## src/rtl/video_pkg.sv

```systemverilog
// rtl/video_pkg.sv - 720p60 timing constants, phase enum and count widths shared with the graphics path
package video_pkg;

    localparam int ACTIVE_H_720P = 1280;
    localparam int FP_H_720P     = 110;
    localparam int SYNC_H_720P   = 40;
    localparam int BP_H_720P     = 220;
    localparam int ACTIVE_V_720P = 720;
    localparam int FP_V_720P     = 5;
    localparam int SYNC_V_720P   = 5;
    localparam int BP_V_720P     = 20;
    localparam int FPS_720P      = 60;

    localparam int H_TOTAL_720P = ACTIVE_H_720P + FP_H_720P + SYNC_H_720P + BP_H_720P;
    localparam int V_TOTAL_720P = ACTIVE_V_720P + FP_V_720P + SYNC_V_720P + BP_V_720P;

    // Width of a counter that spans 0..n-1
    function automatic int cnt_w(input int n);
        return (n < 2) ? 1 : $clog2(n);
    endfunction

    localparam int H_CNT_W = cnt_w(H_TOTAL_720P);
    localparam int V_CNT_W = cnt_w(V_TOTAL_720P);
    localparam int FC_W    = cnt_w(FPS_720P);

    typedef enum logic [1:0] {
        PH_ACTIVE,
        PH_FRONT,
        PH_SYNC,
        PH_BACK
    } phase_t;

endpackage

```

## src/rtl/vsg_phase_counter.sv

```systemverilog
// rtl/vsg_phase_counter.sv - wrapping position counter with ACTIVE/FRONT/SYNC/BACK phase tracking
module vsg_phase_counter
    import video_pkg::*;
#(
    parameter int TOTAL       = H_TOTAL_720P,
    parameter int FRONT_START = ACTIVE_H_720P,
    parameter int SYNC_START  = ACTIVE_H_720P + FP_H_720P,
    parameter int BACK_START  = ACTIVE_H_720P + FP_H_720P + SYNC_H_720P,
    parameter int W           = cnt_w(TOTAL)
) (
    input  logic         clk,
    input  logic         rst_n,
    input  logic         advance,
    output logic [W-1:0] count,
    output phase_t       phase,
    output logic         wrap
);

    localparam logic [W-1:0] LAST = W'(TOTAL - 1);

    logic [W-1:0] count_next;
    phase_t       phase_next;

    assign wrap = advance && (count == LAST);

    // Reset parks at the last position so the first advance lands on 0 / ACTIVE
    always_ff @(posedge clk or negedge rst_n) begin
        if (!rst_n) begin
            count <= LAST;
            phase <= PH_BACK;
        end else begin
            count <= count_next;
            phase <= phase_next;
        end
    end

    always_comb begin
        count_next = count;
        phase_next = phase;
        if (advance) begin
            count_next = wrap ? '0 : count + W'(1);
            case (phase)
                PH_ACTIVE: if (count_next == W'(FRONT_START)) phase_next = PH_FRONT;
                PH_FRONT:  if (count_next == W'(SYNC_START))  phase_next = PH_SYNC;
                PH_SYNC:   if (count_next == W'(BACK_START))  phase_next = PH_BACK;
                PH_BACK:   if (wrap)                          phase_next = PH_ACTIVE;
                default:   phase_next = PH_BACK;
            endcase
        end
    end

endmodule

```

## src/rtl/video_sig_gen.sv

```systemverilog
// rtl/video_sig_gen.sv - 720p pixel timing generator; fc_out frame counter present when VSG_FRAME_COUNT_EN is defined
module video_sig_gen
    import video_pkg::*;
#(
    parameter int ACTIVE_H = ACTIVE_H_720P,
    parameter int FP_H     = FP_H_720P,
    parameter int SYNC_H   = SYNC_H_720P,
    parameter int BP_H     = BP_H_720P,
    parameter int ACTIVE_V = ACTIVE_V_720P,
    parameter int FP_V     = FP_V_720P,
    parameter int SYNC_V   = SYNC_V_720P,
    parameter int BP_V     = BP_V_720P,
    parameter int FPS      = FPS_720P
) (
    input  logic                                               clk_pixel_in,
    input  logic                                               rst_n_in,
    output logic [cnt_w(ACTIVE_H + FP_H + SYNC_H + BP_H)-1:0] hcount_out,
    output logic [cnt_w(ACTIVE_V + FP_V + SYNC_V + BP_V)-1:0] vcount_out,
    output logic                                               hs_out,
    output logic                                               vs_out,
    output logic                                               ad_out,
    output logic                                               nf_out
`ifdef VSG_FRAME_COUNT_EN
    ,
    output logic [cnt_w(FPS)-1:0]                              fc_out
`endif
);

    localparam int H_TOTAL = ACTIVE_H + FP_H + SYNC_H + BP_H;
    localparam int V_TOTAL = ACTIVE_V + FP_V + SYNC_V + BP_V;
    localparam int HW      = cnt_w(H_TOTAL);
    localparam int VW      = cnt_w(V_TOTAL);

    phase_t h_phase;
    phase_t v_phase;
    logic   h_wrap;
    logic   v_wrap_unused;
    logic   nf_set;

    if (FPS < 2) begin : g_fps_check
        $error("video_sig_gen: FPS must be at least 2");
    end

    vsg_phase_counter #(
        .TOTAL      (H_TOTAL),
        .FRONT_START(ACTIVE_H),
        .SYNC_START (ACTIVE_H + FP_H),
        .BACK_START (ACTIVE_H + FP_H + SYNC_H),
        .W          (HW)
    ) u_h_counter (
        .clk    (clk_pixel_in),
        .rst_n  (rst_n_in),
        .advance(1'b1),
        .count  (hcount_out),
        .phase  (h_phase),
        .wrap   (h_wrap)
    );

    vsg_phase_counter #(
        .TOTAL      (V_TOTAL),
        .FRONT_START(ACTIVE_V),
        .SYNC_START (ACTIVE_V + FP_V),
        .BACK_START (ACTIVE_V + FP_V + SYNC_V),
        .W          (VW)
    ) u_v_counter (
        .clk    (clk_pixel_in),
        .rst_n  (rst_n_in),
        .advance(h_wrap),
        .count  (vcount_out),
        .phase  (v_phase),
        .wrap   (v_wrap_unused)
    );

    // Flags decode straight from the phase registers, so they track the counts with no skew
    assign hs_out = (h_phase == PH_SYNC);
    assign vs_out = (v_phase == PH_SYNC);
    assign ad_out = (h_phase == PH_ACTIVE) && (v_phase == PH_ACTIVE);

    // Next pixel is (ACTIVE_H, ACTIVE_V): the first blanking pixel after the last visible line
    assign nf_set = (hcount_out == HW'(ACTIVE_H - 1)) && (vcount_out == VW'(ACTIVE_V));

    always_ff @(posedge clk_pixel_in or negedge rst_n_in) begin
        if (!rst_n_in) begin
            nf_out <= 1'b0;
        end else begin
            nf_out <= nf_set;
        end
    end

`ifdef VSG_FRAME_COUNT_EN
    always_ff @(posedge clk_pixel_in or negedge rst_n_in) begin
        if (!rst_n_in) begin
            fc_out <= '0;
        end else if (nf_set) begin
            fc_out <= (fc_out == cnt_w(FPS)'(FPS - 1)) ? '0 : fc_out + cnt_w(FPS)'(1);
        end
    end
`endif

endmodule

```

## config.mk

```make
export PLATFORM = sky130hd
export DESIGN_NAME = video_sig_gen
export DESIGN_NICKNAME = d
export VERILOG_FILES = /design/src/rtl/video_pkg.sv /design/src/rtl/vsg_phase_counter.sv /design/src/rtl/video_sig_gen.sv
export SDC_FILE = /design/constraint.sdc
export NUM_CORES = 1
export LEC_CHECK = 0
export ABC_CLOCK_PERIOD_IN_PS = 5460
export BUFFER_PORTS_ARGS = -buffer_cell sky130_fd_sc_hd__buf_4
export CAP_MARGIN = 20
export CELL_PAD_IN_SITES_DETAIL_PLACEMENT = 1
export CELL_PAD_IN_SITES_GLOBAL_PLACEMENT = 1
export CORE_UTILIZATION = 40
export CTS_BUF_LIST = sky130_fd_sc_hd__clkbuf_16
export DETAILED_ROUTE_END_ITERATION = 12
export PLACE_DENSITY_LB_ADDON = 0.1
export SKIP_LAST_GASP = 1
export SLEW_MARGIN = 20
export SYNTH_ARGS = -nofsm -noshare
export SYNTH_HDL_FRONTEND = slang
export SYNTH_SLANG_ARGS = --single-unit
```

## constraint.sdc

```tcl
create_clock -name clk_pixel_in -period 5.46 [get_ports clk_pixel_in]
set_input_delay 1.365 -clock clk_pixel_in [delete_from_list [all_inputs] [get_ports clk_pixel_in]]
set_output_delay 1.365 -clock clk_pixel_in [all_outputs]
set_load 0.02 [all_outputs]
```

==> metrics.txt, run 1 <==
# TYPE chip_impl_metric gauge
chip_impl_info{name="run_status",value="complete, no violations"} 1
chip_impl_info{name="netlist.top_cell.by_area",value="sky130_fd_sc_hd__dfstp_2"} 1
chip_impl_metric{name="muxShareOfSynthArea",unit="%"} 3.75
chip_impl_metric{name="required",unit="ns"} 4.09
chip_impl_info{name="path_cells",value="inv_1, ha_1, and2_1, buf_4"} 1
chip_impl_info{name="synth_commonest_cells",value="25 x sky130_fd_sc_hd__nand2_1, 19 x sky130_fd_sc_hd__nor2_1, 17 x sky130_fd_sc_hd__dfstp_2"} 1
chip_impl_metric{name="wl_per_cell",unit="µm"} 16.4
chip_impl_metric{name="gr-usage-met1",unit="%"} 26.3
chip_impl_metric{name="cts_num_sinks",unit=""} 26
chip_impl_metric{name="finClkSkew",unit="ns"} 0.00494
chip_impl_info{name="dominant_combinational_cell_family_by_area_after_synthesis",value="simple AND/OR/NAND/NOR gates"} 1
chip_impl_metric{name="antenna_left",unit=""} 0
chip_impl_metric{name="drt_iter0_markers",unit=""} 58
chip_impl_metric{name="largest_net_degree_at_the_start_of_global_routing",unit=""} 27
chip_impl_metric{name="areaGrowthSynthToFinish",unit="%"} 15.9
chip_impl_metric{name="timing_hold_violations_final",unit=""} 0
chip_impl_metric{name="number_of_buffers_created_by_cts",unit=""} 3
chip_impl_metric{name="die-height",unit="µm"} 70.3
chip_impl_metric{name="yosys_warnings",unit=""} 0
chip_impl_info{name="yosys-top-cells-area",value="sky130_fd_sc_hd__dfstp_2 24%, sky130_fd_sc_hd__dfrtp_1 12%, sky130_fd_sc_hd__ha_1 8.7%"} 1
chip_impl_metric{name="floorplan.rows",unit=""} 24
chip_impl_metric{name="gpl.final_weighted_congestion",unit=""} 0.801
chip_impl_metric{name="global_route_usage_sum",unit="%"} 20.0
chip_impl_metric{name="synthesized_flop_and_latch_total",unit=""} 26
chip_impl_info{name="yosysMostFrequentCell",value="sky130_fd_sc_hd__nand2_1"} 1
chip_impl_metric{name="first_pass_grt_wire_length",unit="µm"} 7710
chip_impl_metric{name="clock.fmax",unit="MHz"} 351
chip_impl_metric{name="post_cts_buffers",unit=""} 0
chip_impl_info{name="timing.hold.worst.class",value="register to register"} 1
chip_impl_metric{name="antenna_violations_before_repair",unit=""} 0
chip_impl_metric{name="clockBufferDepth",unit=""} 2
chip_impl_metric{name="clkLatencyLatePin",unit="ns"} 0.26
chip_impl_metric{name="fp.dieArea",unit="mm²"} 0.00495
chip_impl_metric{name="detailed_place_hpwl",unit="µm"} 3530
chip_impl_metric{name="portBuffers",unit=""} 26
chip_impl_info{name="cts_tree",value="built"} 1
chip_impl_metric{name="finalInstanceArea",unit="mm²"} 0.00216
chip_impl_metric{name="setup-violations-final",unit=""} 0
chip_impl_metric{name="htree_levels",unit=""} 1
chip_impl_metric{name="ys_types",unit=""} 56
chip_impl_metric{name="cap_violations",unit=""} 0
chip_impl_metric{name="drv_slew",unit=""} 0
chip_impl_metric{name="num_antenna_cells",unit=""} 0
chip_impl_metric{name="die_x",unit="µm"} 70.3
chip_impl_metric{name="slew_headroom",unit="%"} 56.1
chip_impl_metric{name="setup_total_negative_slack",unit="ns"} 0
chip_impl_info{name="dominantRegCellSynth",value="sky130_fd_sc_hd__dfstp_2"} 1
chip_impl_metric{name="min_period_over_period",unit="%"} 52.2
chip_impl_metric{name="start_util",unit="%"} 42.3
chip_impl_metric{name="synth_compound_area_share",unit="%"} 14.8
chip_impl_metric{name="synthAdderAreaFrac",unit="%"} 8.71
chip_impl_metric{name="floorplan.io_pins",unit=""} 27
chip_impl_metric{name="layout_min_cycle_time",unit="ns"} 2.85
chip_impl_metric{name="syn-instance-count",unit=""} 207
chip_impl_metric{name="yosys.area.top_type_share",unit="%"} 23.9
chip_impl_metric{name="cp_data_arrival_time",unit="ns"} 1.49
chip_impl_metric{name="globalRouteOverflowTotal",unit=""} 0
chip_impl_metric{name="drt-pass1-iter-count",unit=""} 4
chip_impl_metric{name="drt_wl_total",unit="µm"} 4600
chip_impl_metric{name="post_cts_resize_count",unit=""} 0
chip_impl_metric{name="per_cell_via_count_in_the_routed_design",unit=""} 5.54
chip_impl_metric{name="netlist_area",unit="mm²"} 0.00187
chip_impl_metric{name="route.detailed.drc",unit=""} 0
chip_impl_metric{name="timing.critical_path.fanout_max",unit=""} 4
chip_impl_info{name="top_usage_layer",value="met2"} 1
chip_impl_metric{name="finalNetCount",unit=""} 245
chip_impl_metric{name="gr-usage-met3",unit="%"} 3.90
chip_impl_metric{name="max-vdd-ir-drop",unit="µV"} 128
chip_impl_metric{name="drive_gt1_share",unit="%"} 27.1
chip_impl_metric{name="grt_pass1_vias",unit=""} 1607
chip_impl_info{name="critPathSlowestCell",value="sky130_fd_sc_hd__dfstp_2"} 1
chip_impl_metric{name="synth_async_sr_flop_share",unit="%"} 100
chip_impl_metric{name="placeableCoreArea",unit="mm²"} 0.00441
chip_impl_metric{name="leakagePower",unit="nW"} 0.895
chip_impl_metric{name="seq_area_frac_synth",unit="%"} 36.0
chip_impl_metric{name="clkTransAtPathRegs",unit="ns"} 0.07
chip_impl_metric{name="placedInstanceArea",unit="mm²"} 0.00209
chip_impl_metric{name="cts.hold.buffers_added",unit=""} 0
chip_impl_metric{name="num_vias",unit=""} 1558
chip_impl_info{name="critPathCaptureType",value="primary output"} 1
chip_impl_info{name="start_kind",value="register"} 1
chip_impl_metric{name="synth-edff-count",unit=""} 0
chip_impl_metric{name="grt.met2_usage",unit="%"} 33.8
chip_impl_metric{name="cellPowerDensity",unit="mW/mm²"} 168
chip_impl_metric{name="worst_pin_slew",unit="ns"} 0.654
chip_impl_metric{name="synth.net_count",unit=""} 222
chip_impl_info{name="worstSetupPathType",value="register to primary output"} 1
chip_impl_metric{name="yosys.area_share.simple",unit="%"} 24.5
chip_impl_metric{name="synthesis.area_per_instance",unit="µm²"} 9.02
chip_impl_metric{name="slowest_delay",unit="ns"} 0.56
chip_impl_info{name="setup_repair_after_global_routing_missed_its_margin",value="false"} 1
chip_impl_info{name="clock-root-buffer",value="sky130_fd_sc_hd__clkbuf_16"} 1
chip_impl_metric{name="synth_xor_area_share",unit="%"} 6.56
[area by class of cell]
type / instances / area [µm²]
fillers: 520 / 2250
multi-input cells: 157 / 1090
flip-flops and latches: 26 / 672
repair buffers: 27 / 203
clock buffers: 3 / 75.1
well taps: 52 / 65.1
inverters: 15 / 56.3
clock inverters: 1 / 3.75
[report_power, final]
| part | total, mW | switching [mW] | leakage, nW | internal [mW] |
|---|---|---|---|---|
| registers | 0.193 | 0 | 0.302 | 0.193 |
| logic | 0.00421 | 0.00373 | 0.551 | 0.000487 |
| clock network | 0.166 | 0.0676 | 0.0423 | 0.0981 |
| total | 0.363 | 0.0713 | 0.895 | 0.292 |
[logic make-up (layout without fill, tap and decap cells)]
family	count (synthesis)	count (layout)
mux	6	6
flops	26	26
buf+inv	24	46
xor+xnor	14	14
compound gates	41	41
simple gates	83	83
fa+ha+maj	13	13
[per-layer routing]
layer  wire length, µm  vias up
li1                  -      770
met1              2150      764
met2              2290       22
met3               135        2
met4                25        0
met5                 0        -
[final timing paths]
path                                                  startpoint                               end  slack (ns)  cells after the start
worst max-delay path            u_v_counter.phase[0]$_DFFE_PN1P_                            ad_out        2.61                      4
worst min-delay path            u_v_counter.count[9]$_DFFE_PN1N_  u_v_counter.count[9]$_DFFE_PN1N_        0.54                      2
worst max register to register   u_h_counter.count[10]$_DFF_PN1_  u_v_counter.phase[1]$_DFFE_PN1P_        2.64                      7
worst min register to register  u_v_counter.count[9]$_DFFE_PN1N_  u_v_counter.count[9]$_DFFE_PN1N_        0.54                      2
max in group asynchronous                               rst_n_in  u_v_counter.count[7]$_DFFE_PN1N_        4.15                      1
min in group asynchronous                               rst_n_in  u_v_counter.count[8]$_DFFE_PN0N_        1.00                      1
[through the flow]
| step | hold WS, ns | utilization (%) | instances | worst slack [ns] | power (mW) |
|---|---|---|---|---|---|
| after global placement | 0.522 | 47.3 | 277 | 2.82 | 0.201 |
| after global routing | 0.578 | 49.0 | 281 | 2.45 | 0.373 |
| final | 0.542 | 49.0 | 281 | 2.61 | 0.363 |
| after detailed placement | 0.537 | 47.3 | 277 | 2.60 | 0.201 |
| after floorplan | 0.515 | - | 207 | 3.00 | 0.196 |
| after CTS | 0.546 | 49.0 | 281 | 2.59 | 0.367 |
[registers in the layout, summed over array words and instances, names as in the netlist]
| signal | flops |
|---|---|
| u_h_counter.phase | 2 |
| u_v_counter.phase | 2 |
| u_h_counter.count | 11 |
| nf_out | 1 |
| u_v_counter.count | 10 |
[placed cells by master (no fill, tap or decap), types with 6 or more instances in the layout]
cell                      synthesis  routed
sky130_fd_sc_hd__o21ai_0         12      12
sky130_fd_sc_hd__ha_1            13      13
sky130_fd_sc_hd__nor3_1           6       6
sky130_fd_sc_hd__dfstp_2         17      17
sky130_fd_sc_hd__nand3_1          7       7
sky130_fd_sc_hd__inv_1           15      16
sky130_fd_sc_hd__xnor2_1         12      12
sky130_fd_sc_hd__buf_4            2      27
sky130_fd_sc_hd__nor2_1          19      19
sky130_fd_sc_hd__nand2_1         25      25
sky130_fd_sc_hd__a21oi_1          6       6
sky130_fd_sc_hd__dfrtp_1          9       9
[critical path: cells and delay by family (launching register included)]
family | cells | cell delay [ns]
adders and majority gates | 1 | 0.25
DFF | 1 | 0.56
buffers and inverters | 2 | 0.23
and+or+nand+nor | 1 | 0.18
No activity file was read; power rests on OpenSTA's default activity.
==> run 2: changes to the inputs <==
--- a/config.mk
+++ b/config.mk
@@ -5,7 +5,7 @@
 export SDC_FILE = /design/constraint.sdc
 export NUM_CORES = 1
 export LEC_CHECK = 0
-export ABC_CLOCK_PERIOD_IN_PS = 5460
+export ABC_CLOCK_PERIOD_IN_PS = 2800
 export BUFFER_PORTS_ARGS = -buffer_cell sky130_fd_sc_hd__buf_4
 export CAP_MARGIN = 20
 export CELL_PAD_IN_SITES_DETAIL_PLACEMENT = 1
==> constraint.sdc (replaced) <==
create_clock -name clk_pixel_in -period 2.8 [get_ports clk_pixel_in]
set_input_delay 0.7 -clock clk_pixel_in [delete_from_list [all_inputs] [get_ports clk_pixel_in]]
set_output_delay 0.7 -clock clk_pixel_in [all_outputs]
set_load 0.02 [all_outputs]
==> run 2 against run 1 <==
- final cell count increased by 1.1%
- utilization increased by 0.51 points
- global-route usage increased by 1.5 points
- clock power increased by 99%
- final area increased by 1.0%
- wire length increased by 4.2%
- via count increased by 1.5%
==> metrics.txt, run 2 (synthesis results as in run 1) <==
# TYPE chip_impl_metric gauge
chip_impl_info{name="run_status",value="complete, no violations"} 1
chip_impl_metric{name="floorplan.io_pins",unit=""} 27
chip_impl_metric{name="fin_ws",unit="ns"} 0.141
chip_impl_metric{name="number_of_buffers_created_by_cts",unit=""} 3
chip_impl_metric{name="slew_headroom",unit="%"} 65.7
chip_impl_metric{name="htree_levels",unit=""} 1
chip_impl_metric{name="max-vdd-ir-drop",unit="µV"} 197
chip_impl_metric{name="global_route_usage_sum",unit="%"} 21.4
chip_impl_info{name="clock-root-buffer",value="sky130_fd_sc_hd__clkbuf_16"} 1
chip_impl_metric{name="required",unit="ns"} 2.99
chip_impl_metric{name="cp_data_arrival_time",unit="ns"} 2.85
chip_impl_info{name="critPathSlowestCell",value="sky130_fd_sc_hd__dfstp_2"} 1
chip_impl_metric{name="comb_power_share",unit="%"} 1.2
chip_impl_metric{name="wl_per_cell",unit="µm"} 16.9
chip_impl_info{name="largest_register",value="u_h_counter.count"} 1
chip_impl_metric{name="largest_register_ff_count",unit=""} 11
chip_impl_metric{name="areaGrowthSynthToFinish",unit="%"} 17.1
chip_impl_metric{name="finalNetCount",unit=""} 248
chip_impl_metric{name="detailed_place_hpwl",unit="µm"} 3550
chip_impl_metric{name="drv_slew",unit=""} 0
chip_impl_metric{name="post_cts_resize_count",unit=""} 0
chip_impl_info{name="commonest_non_fill_non_tap_cell_in_the_layout",value="sky130_fd_sc_hd__buf_4"} 1
chip_impl_metric{name="min_period_over_period",unit="%"} 95.0
chip_impl_metric{name="totalPowerFinal",unit="mW"} 0.716
chip_impl_metric{name="drt_iter0_markers",unit=""} 94
chip_impl_metric{name="placeableCoreArea",unit="mm²"} 0.00441
chip_impl_metric{name="setup_total_negative_slack",unit="ns"} 0
chip_impl_metric{name="clkLatencyLatePin",unit="ns"} 0.26
chip_impl_metric{name="slowest_delay",unit="ns"} 0.61
chip_impl_metric{name="start_util",unit="%"} 42.3
chip_impl_metric{name="route.detailed.drc",unit=""} 0
chip_impl_metric{name="first_pass_grt_wire_length",unit="µm"} 8500
chip_impl_metric{name="cts.hold.buffers_added",unit=""} 0
chip_impl_metric{name="post_cts_buffers",unit=""} 0
chip_impl_metric{name="die_x",unit="µm"} 70.3
chip_impl_info{name="setup_repair_after_global_routing_missed_its_margin",value="false"} 1
chip_impl_metric{name="worst_pin_slew",unit="ns"} 0.513
chip_impl_metric{name="per_cell_via_count_in_the_routed_design",unit=""} 5.57
chip_impl_metric{name="gpl.final_weighted_congestion",unit=""} 0.832
chip_impl_metric{name="num_antenna_cells",unit=""} 0
chip_impl_metric{name="clock.fmax",unit="MHz"} 376
chip_impl_metric{name="layout_min_cycle_time",unit="ns"} 2.66
chip_impl_info{name="worstReg2RegStart",value="u_h_counter.count[0]$_DFF_PN1_"} 1
chip_impl_info{name="critPathCaptureType",value="register"} 1
chip_impl_metric{name="final-instance-count-excl-fill",unit=""} 284
chip_impl_metric{name="leakagePower",unit="nW"} 0.912
chip_impl_metric{name="globalRouteOverflowTotal",unit=""} 0
chip_impl_metric{name="cap_violations",unit=""} 0
chip_impl_metric{name="drive_gt1_share",unit="%"} 28.0
chip_impl_metric{name="die-height",unit="µm"} 70.3
chip_impl_info{name="final_cell_mix",value="30 x sky130_fd_sc_hd__buf_4, 25 x sky130_fd_sc_hd__nand2_1, 19 x sky130_fd_sc_hd__nor2_1, 17 x sky130_fd_sc_hd__dfstp_2, 16 x sky130_fd_sc_hd__inv_1"} 1
chip_impl_metric{name="drt-pass1-iter-count",unit=""} 4
chip_impl_metric{name="antenna_left",unit=""} 0
chip_impl_metric{name="finClkSkew",unit="ns"} 0.00346
chip_impl_metric{name="timing_hold_violations_final",unit=""} 0
chip_impl_metric{name="regToRegSetupSlack",unit="ns"} 0.14
chip_impl_metric{name="portBuffers",unit=""} 26
chip_impl_metric{name="drt_wl_total",unit="µm"} 4790
chip_impl_metric{name="setup-violations-final",unit=""} 0
chip_impl_info{name="timing.hold.worst.class",value="input port to async pin"} 1
chip_impl_metric{name="place_ws",unit="ns"} 0.159
chip_impl_info{name="worstSetupPathType",value="register to register"} 1
chip_impl_metric{name="numPlacedInstances",unit=""} 280
chip_impl_metric{name="num_vias",unit=""} 1581
chip_impl_info{name="reg2reg_to",value="u_h_counter.phase[1]$_DFFE_PN1P_"} 1
chip_impl_metric{name="cellPowerDensity",unit="mW/mm²"} 327
chip_impl_metric{name="clockBufferDepth",unit=""} 2
chip_impl_metric{name="cts_num_sinks",unit=""} 26
chip_impl_info{name="path_cells",value="ha_1, nand3_2, nor3_4, xnor2_1, a2111o_1, a211oi_2, o21ai_2, mux2_4"} 1
chip_impl_info{name="biggestRegsByFlops",value="u_h_counter.count (11), u_v_counter.count (10)"} 1
chip_impl_metric{name="grt_pass1_vias",unit=""} 1728
chip_impl_metric{name="hold-worst-slack",unit="ns"} 0.341
chip_impl_metric{name="floorplan.rows",unit=""} 24
chip_impl_metric{name="clkTransAtPathRegs",unit="ns"} 0.07
chip_impl_metric{name="p_int",unit="mW"} 0.569
chip_impl_metric{name="swShare",unit="%"} 20.5
chip_impl_metric{name="power_switching",unit="mW"} 0.147
chip_impl_metric{name="largest_net_degree_at_the_start_of_global_routing",unit=""} 27
chip_impl_info{name="cts_tree",value="built"} 1
chip_impl_metric{name="worst-r2r-cell-count",unit=""} 8
chip_impl_metric{name="timing.critical_path.fanout_max",unit=""} 8
chip_impl_metric{name="fp.dieArea",unit="mm²"} 0.00495
chip_impl_metric{name="power.sequential.fraction",unit="%"} 52.6
chip_impl_info{name="start_kind",value="register"} 1
chip_impl_metric{name="share_clk_of_total_power",unit="%"} 46.2
chip_impl_metric{name="antenna_violations_before_repair",unit=""} 0
[run 2: cell types whose count changed in the layout (fill, tap and decap cells not counted)]
cell / delta
sky130_fd_sc_hd__buf_4: +3
[run 2: layer usage]
layer / vias up / GRT usage, % / routed length (µm)
li1: 777 / - / -
met1: 779 / 29.4 / 2360
met2: 21 / 36.1 / 2280
met3: 4 / 2.60 / 118
met4: 0 / 4.22 / 28
met5: - / 0 / 0
[run 2: worst max-delay path by stage]
stage	start	end	slack, ns	depth (start not counted)
after floorplan	u_h_counter.count[0]$_DFF_PN1_	u_h_counter.phase[1]$_DFFE_PN1P_	0.34	8
after global placement	u_h_counter.count[0]$_DFF_PN1_	u_h_counter.phase[1]$_DFFE_PN1P_	0.31	8
after detailed placement	u_h_counter.count[0]$_DFF_PN1_	u_h_counter.phase[1]$_DFFE_PN1P_	0.16	8
after CTS	u_h_counter.count[0]$_DFF_PN1_	u_h_counter.phase[1]$_DFFE_PN1P_	0.13	8
after global routing	u_h_counter.count[0]$_DFF_PN1_	u_h_counter.phase[1]$_DFFE_PN1P_	0.01	8
final	u_h_counter.count[0]$_DFF_PN1_	u_h_counter.phase[1]$_DFFE_PN1P_	0.14	8
[run 2: area by class of cell]
class                           instances  area, µm²
Fill cell                             523       2230
Multi-Input combinational cell        157       1090
Sequential cell                        26        672
Timing Repair Buffer                   30        225
Clock buffer                            3       75.1
Tap cell                               52       65.1
Inverter                               15       56.3
Clock inverter                          1       3.75
[run 2: critical path: cells and delay by family (launching register included)]
| kind | cells | cell delay (ns) |
|---|---|---|
| simple gates | 2 | 0.43 |
| xor+xnor | 1 | 0.11 |
| flops | 1 | 0.61 |
| mux | 1 | 0.32 |
| compound gates | 3 | 0.84 |
| fa+ha+maj | 1 | 0.28 |
[run 2: stage by stage]
step                util (%)  area [µm²]
global route            49.5        2190
detailed placement      47.8        2110
finish                  49.5        2190
CTS                     49.5        2190
global placement        47.8        2110
floorplan                  -        1870
[run 2: power groups by stage]
stage                     registers (mW)   logic [mW]  clock network, mW
after floorplan                    0.383  0.000000435                  0
after global placement             0.383      0.00881                  0
after detailed placement           0.383      0.00907                  0
after CTS                          0.377      0.00905              0.340
after global routing               0.377       0.0102              0.353
final                              0.377      0.00826              0.331
